## src/rtl/mcpu_ctrl_fsm.sv

```systemverilog
// Multi-cycle control unit for the MCPU: sequences RAM, IR, PC, register file
// and ALU through fetch/decode/execute/memory/writeback, halting on errors.
module mcpu_ctrl_fsm #(
  parameter int                     OPCODE_SIZE      = 4,
  parameter logic [OPCODE_SIZE-1:0] OP_MOV           = OPCODE_SIZE'(0),
  parameter logic [OPCODE_SIZE-1:0] OP_ADD           = OPCODE_SIZE'(1),
  parameter logic [OPCODE_SIZE-1:0] OP_XOR           = OPCODE_SIZE'(2),
  parameter logic [OPCODE_SIZE-1:0] OP_SHORT_TO_REG  = OPCODE_SIZE'(3),
  parameter logic [OPCODE_SIZE-1:0] OP_LOAD_FROM_MEM = OPCODE_SIZE'(4),
  parameter logic [OPCODE_SIZE-1:0] OP_STORE_TO_MEM  = OPCODE_SIZE'(5),
  parameter logic [OPCODE_SIZE-1:0] OP_BNZ           = OPCODE_SIZE'(6),
  parameter int                     MEM_TIMEOUT      = 15,
  parameter int                     CNT_WIDTH        = 16
) (
  input  logic                   clk,
  input  logic                   reset,
  input  logic [OPCODE_SIZE-1:0] opcode,
  input  logic                   rf_a_zero,
  input  logic                   mem_ready,
  output logic                   mem_req,
  output logic                   mem_we,
  output logic                   mem_addr_sel,
  output logic                   ir_load,
  output logic                   pc_inc,
  output logic                   pc_load,
  output logic                   rf_we,
  output logic [1:0]             rf_wsrc,
  output logic [1:0]             alu_op,
  output logic                   halted,
  output logic [1:0]             err_code,
  output logic [CNT_WIDTH-1:0]   retired,
  output logic [2:0]             dbg_state
);

  localparam int                WAIT_W    = $clog2(MEM_TIMEOUT + 1);
  localparam logic [WAIT_W-1:0] WAIT_LAST = WAIT_W'(MEM_TIMEOUT - 1);

  typedef enum logic [2:0] {
    S_FETCH  = 3'd0,
    S_DECODE = 3'd1,
    S_EXEC   = 3'd2,
    S_MEM    = 3'd3,
    S_WB     = 3'd4,
    S_HALT   = 3'd5
  } state_e;

  state_e                 state_q, state_d;
  logic [WAIT_W-1:0]      wait_q, wait_d;
  logic [CNT_WIDTH-1:0]   retired_q, retired_d;
  logic                   halted_q, halted_d;
  logic [1:0]             err_q, err_d;
  logic [OPCODE_SIZE-1:0] opcode_q, opcode_d;

  logic       req_c, we_c, asel_c, irl_c, pci_c, pcl_c, rfwe_c;
  logic [1:0] wsrc_c, alu_c, alu_sel, wsrc_sel;

  always_ff @(posedge clk) begin
    if (reset) begin
      state_q   <= S_FETCH;
      wait_q    <= '0;
      retired_q <= '0;
      halted_q  <= 1'b0;
      err_q     <= 2'b00;
      opcode_q  <= '0;
    end else begin
      state_q   <= state_d;
      wait_q    <= wait_d;
      retired_q <= retired_d;
      halted_q  <= halted_d;
      err_q     <= err_d;
      opcode_q  <= opcode_d;
    end
  end

  // RAM handshake: mem_req and its qualifiers (mem_we, mem_addr_sel) hold
  // steady until a cycle where mem_req && mem_ready; that cycle completes the
  // access. mem_ready without mem_req is ignored. The wait counter counts
  // cycles with mem_req high and mem_ready low, and is zero in every other
  // state, so it is always clear on entry to FETCH or MEM.
  always_comb begin
    state_d   = state_q;
    wait_d    = '0;
    retired_d = retired_q;
    halted_d  = halted_q;
    err_d     = err_q;
    opcode_d  = opcode_q;
    req_c     = 1'b0;
    we_c      = 1'b0;
    asel_c    = 1'b0;
    irl_c     = 1'b0;
    pci_c     = 1'b0;
    pcl_c     = 1'b0;
    rfwe_c    = 1'b0;
    wsrc_c    = 2'b00;
    alu_c     = 2'b00;

    alu_sel  = (opcode_q == OP_ADD) ? 2'b01 :
               (opcode_q == OP_XOR) ? 2'b10 : 2'b00;
    wsrc_sel = (opcode_q == OP_SHORT_TO_REG)  ? 2'b01 :
               (opcode_q == OP_LOAD_FROM_MEM) ? 2'b10 : 2'b00;

    case (state_q)
      S_FETCH: begin
        req_c = 1'b1;
        if (mem_ready) begin
          irl_c   = 1'b1;
          pci_c   = 1'b1;
          state_d = S_DECODE;
        end else if (wait_q == WAIT_LAST) begin
          state_d  = S_HALT;
          halted_d = 1'b1;
          err_d    = 2'b10;
        end else begin
          wait_d = wait_q + WAIT_W'(1);
        end
      end

      S_DECODE: begin
        opcode_d = opcode;
        case (opcode)
          OP_MOV, OP_ADD, OP_XOR, OP_SHORT_TO_REG, OP_BNZ: state_d = S_EXEC;
          OP_LOAD_FROM_MEM, OP_STORE_TO_MEM:               state_d = S_MEM;
          default: begin
            state_d  = S_HALT;
            halted_d = 1'b1;
            err_d    = 2'b01;
          end
        endcase
      end

      S_EXEC: begin
        if (opcode_q == OP_BNZ) begin
          pcl_c     = ~rf_a_zero;
          retired_d = retired_q + CNT_WIDTH'(1);
          state_d   = S_FETCH;
        end else begin
          alu_c   = alu_sel;
          wsrc_c  = wsrc_sel;
          state_d = S_WB;
        end
      end

      S_MEM: begin
        req_c  = 1'b1;
        asel_c = 1'b1;
        we_c   = (opcode_q == OP_STORE_TO_MEM);
        if (mem_ready) begin
          if (opcode_q == OP_STORE_TO_MEM) begin
            retired_d = retired_q + CNT_WIDTH'(1);
            state_d   = S_FETCH;
          end else begin
            state_d = S_WB;
          end
        end else if (wait_q == WAIT_LAST) begin
          state_d  = S_HALT;
          halted_d = 1'b1;
          err_d    = 2'b10;
        end else begin
          wait_d = wait_q + WAIT_W'(1);
        end
      end

      S_WB: begin
        rfwe_c    = 1'b1;
        wsrc_c    = wsrc_sel;
        alu_c     = alu_sel;
        retired_d = retired_q + CNT_WIDTH'(1);
        state_d   = S_FETCH;
      end

      S_HALT: state_d = S_HALT;

      default: begin
        state_d  = S_HALT;
        halted_d = 1'b1;
      end
    endcase
  end

  // Strobes are gated by reset so an in-flight instruction has no side effect.
  assign mem_req      = req_c  & ~reset;
  assign mem_we       = we_c   & ~reset;
  assign mem_addr_sel = asel_c & ~reset;
  assign ir_load      = irl_c  & ~reset;
  assign pc_inc       = pci_c  & ~reset;
  assign pc_load      = pcl_c  & ~reset;
  assign rf_we        = rfwe_c & ~reset;
  assign rf_wsrc      = reset ? 2'b00 : wsrc_c;
  assign alu_op       = reset ? 2'b00 : alu_c;
  assign halted       = halted_q;
  assign err_code     = err_q;
  assign retired      = retired_q;
  assign dbg_state    = state_q;

endmodule

```

## config.mk

```make
export PLATFORM = sky130hd
export DESIGN_NAME = mcpu_ctrl_fsm
export DESIGN_NICKNAME = d
export VERILOG_FILES = /design/src/rtl/mcpu_ctrl_fsm.sv
export SDC_FILE = /design/constraint.sdc
export NUM_CORES = 1
export LEC_CHECK = 0
export CELL_PAD_IN_SITES_DETAIL_PLACEMENT = 1
export CELL_PAD_IN_SITES_GLOBAL_PLACEMENT = 2
export CORE_MARGIN = 4
export CORE_UTILIZATION = 29
export DETAILED_ROUTE_END_ITERATION = 6
export PLACE_DENSITY_LB_ADDON = 0.1
export SYNTH_ARGS = -nofsm -noshare
export SYNTH_HDL_FRONTEND = slang
export SYNTH_SLANG_ARGS = --single-unit
```

## constraint.sdc

```tcl
create_clock -name clk -period 2.15 [get_ports clk]
set_input_delay 0.215 -clock clk [delete_from_list [all_inputs] [get_ports clk]]
set_output_delay 0.215 -clock clk [all_outputs]
set_load 0.01 [all_outputs]
```

==> impl_metrics.env <==
export IMPL_cp_required_ns=1.93
export IMPL_htreeDepth=2
export IMPL_ys_ff_latch=30
export IMPL_postRouteAntennaNets=0
export IMPL_pwr_density_cell_mw_per_mm2=569
export IMPL_clk_pin_slew_ns=0.07
export IMPL_overflow=0
export IMPL_synth_main_ff_cell="dfxtp_1"
export IMPL_antenna_cells=0
export IMPL_cts_tree="done"
export IMPL_min_period_ns=1.98
export IMPL_dp_worst_setup_slack_ns=-0.0214
export IMPL_via_per_inst=5.06
export IMPL_avgSynthCellArea_um2=8.61
export IMPL_cp_slowest_stage_delay_ns=0.54
export IMPL_setup_tns_ns=0
export IMPL_skew_ns=0.00468
export IMPL_root_buffer="clkbuf_8"
export IMPL_finalWeightedCongestion=0.748
export IMPL_finalSetupViolations=0
export IMPL_rr_endpoint="retired[15]"
export IMPL_cp_common_cell="nor2_1"
export IMPL_rows=28
export IMPL_endpoint_kind="output port"
export IMPL_crit_start="dbg_state[0]"
export IMPL_power_leakage_nw=0.853
export IMPL_tightest_slew_ns=0.610
export IMPL_crit_fanout=7
export IMPL_worst_slack_ns=0.171
export IMPL_hold_ws_ns=0.468
export IMPL_via_count=1635
export IMPL_r2r_cells=4
export IMPL_ys_seq_area_share_pct=34.4
export IMPL_track_usage_pct=14.9
export IMPL_first_pass_iters=4
export IMPL_rsz0062_at_grt="false"
export IMPL_cp_endpoint="rf_we"
export IMPL_slowest_stage="clkdlybuf4s50_1"
export IMPL_clock_sinks=30
export IMPL_critPathArrivalTime_ns=1.76
export IMPL_post_cts_buffers=0
export IMPL_startpoint_type="flop"
export IMPL_drc=0
export IMPL_io_buffers=40
export IMPL_floorplan_initialDensity_pct=29.7
export IMPL_drive_gt1_share_pct=16.1
export IMPL_die_w_um=85.6
export IMPL_syn_to_final_growth_pct=35.0
export IMPL_totalWireLength_um=5020
export IMPL_synth_fp_nets=214
export IMPL_clk_latency_ns=0.28
export IMPL_yosys_warnings=0
export IMPL_cts_made_buffers=5
export IMPL_dpl_hpwl_um=3860
export IMPL_finalCritPeriodShare_pct=92.1
export IMPL_status="complete, no violations"
export IMPL_grt_pass1_wl_um=8610
export IMPL_relSlewSlack_pct=58.9
export IMPL_die_h_um=85.6
export IMPL_num_nets_final=258
export IMPL_antenna_found_initial=0
export IMPL_maxSlewViolCount=0
export IMPL_wl_per_cell_um=15.5
export IMPL_path_cells="nor2_1, nand2_1, nor2_1, clkdlybuf4s50_1"
export IMPL_io_pins=41
export IMPL_dr_first_iter_drc_count=61
export IMPL_ys_async_sr_fraction_pct=0
export IMPL_reg2reg_from="retired[2]"
export IMPL_syn_inst=203
export IMPL_rrSetupSlack_ns=0.26
export IMPL_synth_edf_count=0
export IMPL_netlist_area_mm2=0.00175
export IMPL_fin_util_pct=40.1
export IMPL_clock_path_buffers=2
export IMPL_maxCapViolCount=0
export IMPL_synth_cell_types=45
export IMPL_hold_viol_final=0
export IMPL_dieArea_mm2=0.00733
export IMPL_grt_pass1_vias=1720
export IMPL_min_path_type="reg2reg"
export IMPL_crit_type="reg2out"
export IMPL_fmaxAchievable_mhz=505
export IMPL_coreArea_mm2=0.00589
export IMPL_fillers=723
export IMPL_peakVddDrop_v=0.000262
export IMPL_grt_max_degree=27
## layer usage
layer / track usage (%) / vias up / share of wire (%)
met5: 0 / - / 0
li1: - / 807 / -
met1: 19.0 / 795 / 48
met3: 4.13 / 7 / 3.6
met4: 4.89 / 0 / 1.4
met2: 24.2 / 26 / 47
## repair_timing
item	CTS	global route
hold buffers	0	0
endpoints found under the setup margin	4	0
resized for setup	6	0
## where the power goes
part | internal [mW] | total [mW] | switching, mW
logic | 0.0940 | 0.199 | 0.105
registers | 0.574 | 0.599 | 0.0253
clock network | 0.323 | 0.544 | 0.221
## worst max-delay path: cells and delay by family, from the launching register on
kind | cells | cell delay, ns
buffers and inverters | 1 | 0.54
AND/OR/NAND/NOR | 3 | 0.55
flip-flops | 1 | 0.38
## area by class of cell
cell class                      count  area (um^2)  share of cell area, %
Inverter                            6         22.5                  0.954
Timing Repair Buffer               49          463                   19.6
Sequential cell                    30          604                   25.6
Clock buffer                        8          110                   4.67
Tap cell                           75         93.8                   3.98
Multi-Input combinational cell    155         1070                   45.2
## registers in the layout, summed over array words and instances (netlist names)
signal,flops
opcode_q,4
err_code,2
halted,1
wait_q,4
retired,16
dbg_state,3
## worst min path at each step
stage	start	end	slack, ns	cells after the start
2_1_floorplan	opcode[0]	opcode_q[0]	0.36	2
3_3_place_gp	wait_q[0]	wait_q[0]	0.44	1
3_5_place_dp	wait_q[0]	wait_q[0]	0.46	1
4_1_cts	wait_q[0]	wait_q[0]	0.47	1
5_1_grt	wait_q[0]	wait_q[0]	0.51	1
6_report	wait_q[0]	wait_q[0]	0.47	1
## cell usage in the layout, fill, tap and decap left out, types with 2 or more instances in the layout
master           count
a211o_1              2
and4_1               3
nand2_1             10
mux2_2              11
a21o_1               3
nor4_1               2
clkbuf_8             8
dfxtp_1             29
buf_4                9
a21oi_1             14
a2111oi_4            2
xor2_1               3
o21ai_0              2
mux2_1               2
nand4_1              3
nand3_1             11
a31oi_1              3
nor2_1              35
inv_1                6
clkdlybuf4s50_1     36
nor3b_2              2
ha_1                 3
dlygate4sd2_1        4
nor3_1               4
nand2b_1             3
nor2b_1             12
a211oi_1             4
mux2i_1              5
## cells by family after synthesis
group / Yosys count / synth area share (%)
buffers and inverters: 18 / 4.65
AND/OR/NAND/NOR: 94 / 28.3
flip-flops: 30 / 34.4
adder cells (fa/ha/maj): 3 / 2.15
AO/OA/AOI/OAI: 36 / 17.3
XOR/XNOR: 4 / 2.00
multiplexers: 18 / 11.2
## cells in the mapped netlist (all sizes together) (3+ instances only)
| cell type | instances | area share, % |
|---|---|---|
| nand4 | 3 | 1.1 |
| nand3 | 11 | 3.1 |
| a21oi | 14 | 4.0 |
| a21o | 3 | 1.3 |
| nand2b | 3 | 1.1 |
| nand2 | 10 | 2.1 |
| and4 | 3 | 1.5 |
| xor2 | 3 | 1.5 |
| a2111oi | 3 | 4.0 |
| nor2b | 12 | 4.3 |
| inv | 6 | 1.3 |
| mux2i | 5 | 2.9 |
| mux2 | 13 | 8.4 |
| dfxtp | 30 | 34 |
| nor2 | 35 | 7.5 |
| nor3b | 3 | 1.9 |
| a211oi | 4 | 1.7 |
| nor3 | 4 | 1.1 |
| ha | 3 | 2.1 |
| clkbuf | 5 | 1.1 |
| a31oi | 3 | 1.1 |
| buf | 7 | 2.3 |
## per-stage QoR
| step | instance area (um^2) | instances | power (mW) |
|---|---|---|---|
| final | 2360 | 323 | 1.34 |
| after global routing | 2360 | 323 | 1.42 |
| after CTS | 2360 | 323 | 1.37 |
| after detailed placement | 2250 | 315 | 0.814 |
| after global placement | 2250 | 315 | 0.806 |
| after floorplan | 1750 | 203 | 0.721 |
Note: power is estimated with default switching activity, not from simulation.
==> patch (same settings) <==
Put one more register stage on the output `retired`, cleared by the reset. The value now appears one clock later. The other outputs are not delayed to match.
--- a/src/rtl/mcpu_ctrl_fsm.sv
+++ b/src/rtl/mcpu_ctrl_fsm.sv
@@ -190,5 +190,11 @@
   assign halted       = halted_q;
   assign err_code     = err_q;
-  assign retired      = retired_q;
+  always_ff @(posedge clk) begin
+    if (reset) begin
+      retired <= '0;
+    end else begin
+      retired <= retired_q;
+    end
+  end
   assign dbg_state    = state_q;
 
Check against the original RTL: not equivalent (Yosys sat finds a counterexample within 4 cycles, from zero or initial values and one cycle with reset high).
==> patch against the unedited design <==
- sequential share of layout area grew 9.1 points
- total power increased by 29%
- sequential cell count increased by 16
- first-iteration DRC count down 21%
- register-to-register slack better by 0.05 ns
- final area grew 13%
- sequential power up 49%
- cell count increased by 11%
- wire length rose by 2.3%
- combinational power grew 9%
- worst setup slack got worse by 0.040 ns
- synthesized cell count increased by 13%
- area after synthesis is 14% higher
- via count increased by 7.9%
- critical endpoint is now rf_wsrc[1]
- highest routed layer unchanged
==> patch: results (changes against the unedited design) <==
[grt]
grt_usage_pct = 13.0  ; -1.8 points
grt_max_degree = 41  ; +52%
grt_pass1_vias = 1788  ; +4.0%
grt_first_pass_wirelength_mm = 8.87  ; +3.0%

[synthesis]
syn_avg_cell_area_sq_um = 8.68  ; +0.77%
yosysSeqAreaShare_pct = 46.1  ; +12 points
ys_types = 43  ; -4.4%
synth_nets = 241  ; +13%
synthTopCellsByCount = dfxtp_1, nor2_1, nor2b_1, nand2_1, xor2_1
ys_top_cells_by_area = dfxtp_1, nor2b_1, nor2_1
async_flop_share_pct = 0  ; unchanged

[setup_path]
r2r_cells = 5  ; +1
r2r-end = retired_q[6]
arrival_ns = 1.80  ; +0.04 ns
crit_path_max_incr_delay_ns = 0.60  ; +0.06 ns
crit_start = opcode_q[2]
r2r_slack_ns = 0.31  ; +0.05 ns
crit_fanout = 4  ; -3
r2r-start = opcode_q[1]
critPathTopFamily = buffers and inverters
worstSetupPathType = reg2out

[layout]
layout.nets = 290  ; +12%
drive_gt1_share_pct = 10.0  ; -6.1 points
fillCellCount = 772  ; +6.8%

[placement]
dpl_worst_slack_ns = -0.00118  ; +0.0202 ns
post-place-cells = 349  ; +11%
placed_cell_area_sq_um = 2550  ; +14%
gp_congestion = 0.753  ; +0.63%
dpl.hpwl_mm = 3.77  ; -2.3%

[power_and_ir_drop]
p_int_mw = 1.30  ; +31%
ir_drop_uv = 334  ; +28%
p_leak_nw = 0.980  ; +15%

[min_path]
holdCritStartpoint = wait_q[0]

[run_status]
status = finished, final reports clean

[clocking]
clk_latency_ns = 0.30  ; +0.02 ns
htreeDepth = 2  ; unchanged
root_buffer = clkbuf_8

[routing]
wl_met3_um = 178  ; -2.2%
viasPerCell = 4.94  ; -2.4%
drtIter0Drc = 48  ; -21%
totalWireLength_mm = 5.14  ; +2.3%
wl_met1_mm = 2.70  ; +12%
route.met2.wl_mm = 2.21  ; -6.4%
wire_per_inst_um = 14.4  ; -7.4%
first_pass_iters = 5  ; +1

[timing]
skew_ns = 0.00906  ; +0.00437 ns
worstMarginPinSlew_ns = 0.419  ; -0.192 ns

[patch: cell count changes in the layout (fill, tap and decap cells not counted), sizes merged, moves of 4 or more]
cell / before / now
dfxtp: 30 / 46
mux2: 13 / 1
xor2: 3 / 12
nor2b: 12 / 20
buf: 9 / 16
nand2: 10 / 17
o21ai: 2 / 9
nand3: 11 / 5
o211ai: 1 / 7
nor2: 35 / 30
a21oi: 14 / 10
mux2i: 5 / 1
[patch: what timing repair did]
item,4_1_cts,5_1_grt
setup endpoints to repair,7,2
resized for setup,6,1
cloned,0,0
pin swaps,1,0
[patch: through the flow]
stage          hold WS (ns)  utilization [%]
2_1_floorplan         0.351                -
3_3_place_gp          0.446             39.1
3_5_place_dp          0.452             39.1
4_1_cts               0.472             40.7
5_1_grt               0.507             40.8
6_report              0.467             40.8
[patch: cell type report]
cell class / count / share of cell area (%)
Multi-Input combinational cell: 163 / 37.2
Sequential cell: 46 / 34.7
Timing Repair Buffer: 56 / 19.3
Clock buffer: 8 / 4.14
Tap cell: 77 / 3.62
Inverter: 7 / 0.987
[patch: worst max path at each step]
| stage | cells after the start | end | slack, ns |
|---|---|---|---|
| 2_1_floorplan | 6 | retired_q[13] | 0.44 |
| 3_3_place_gp | 6 | rf_wsrc[0] | 0.02 |
| 3_5_place_dp | 6 | rf_wsrc[0] | -0.001 |
| 4_1_cts | 4 | mem_addr_sel | 0.06 |
| 5_1_grt | 4 | mem_addr_sel | 0.008 |
| 6_report | 3 | rf_wsrc[1] | 0.13 |
[patch: power by group through the flow]
stage	sequential, mW	combinational (mW)	clock (mW)
6_report	0.895	0.217	0.618
5_1_grt	0.899	0.241	0.678
4_1_cts	0.895	0.220	0.641
3_5_place_dp	0.914	0.221	0
3_3_place_gp	0.915	0.218	0
2_1_floorplan	0.912	0.116	0
[patch: layer usage]
| layer | up-vias | track usage [%] |
|---|---|---|
| met4 | 0 | 3.39 |
| li1 | 899 | - |
| met2 | 27 | 19.5 |
| met5 | - | 0 |
| met1 | 834 | 18.8 |
| met3 | 4 | 3.22 |
[patch: worst register-to-register path: cells and delay by family, from the launching register on]
kind	cells	cell delay (ns)
compound gates	2	0.46
mux	1	0.34
flops	1	0.40
simple gates	2	0.55
[patch: cells by family after synthesis]
group	after synthesis	share of synthesized area [%]
muxes	2	1.07
xor gates and xnor gates	14	6.14
and+or+nand+nor	103	27.0
AOI/OAI and AO/OA	41	13.6
DFF	46	46.1
buffers and inverters	21	4.20
adders and majority gates	3	1.88
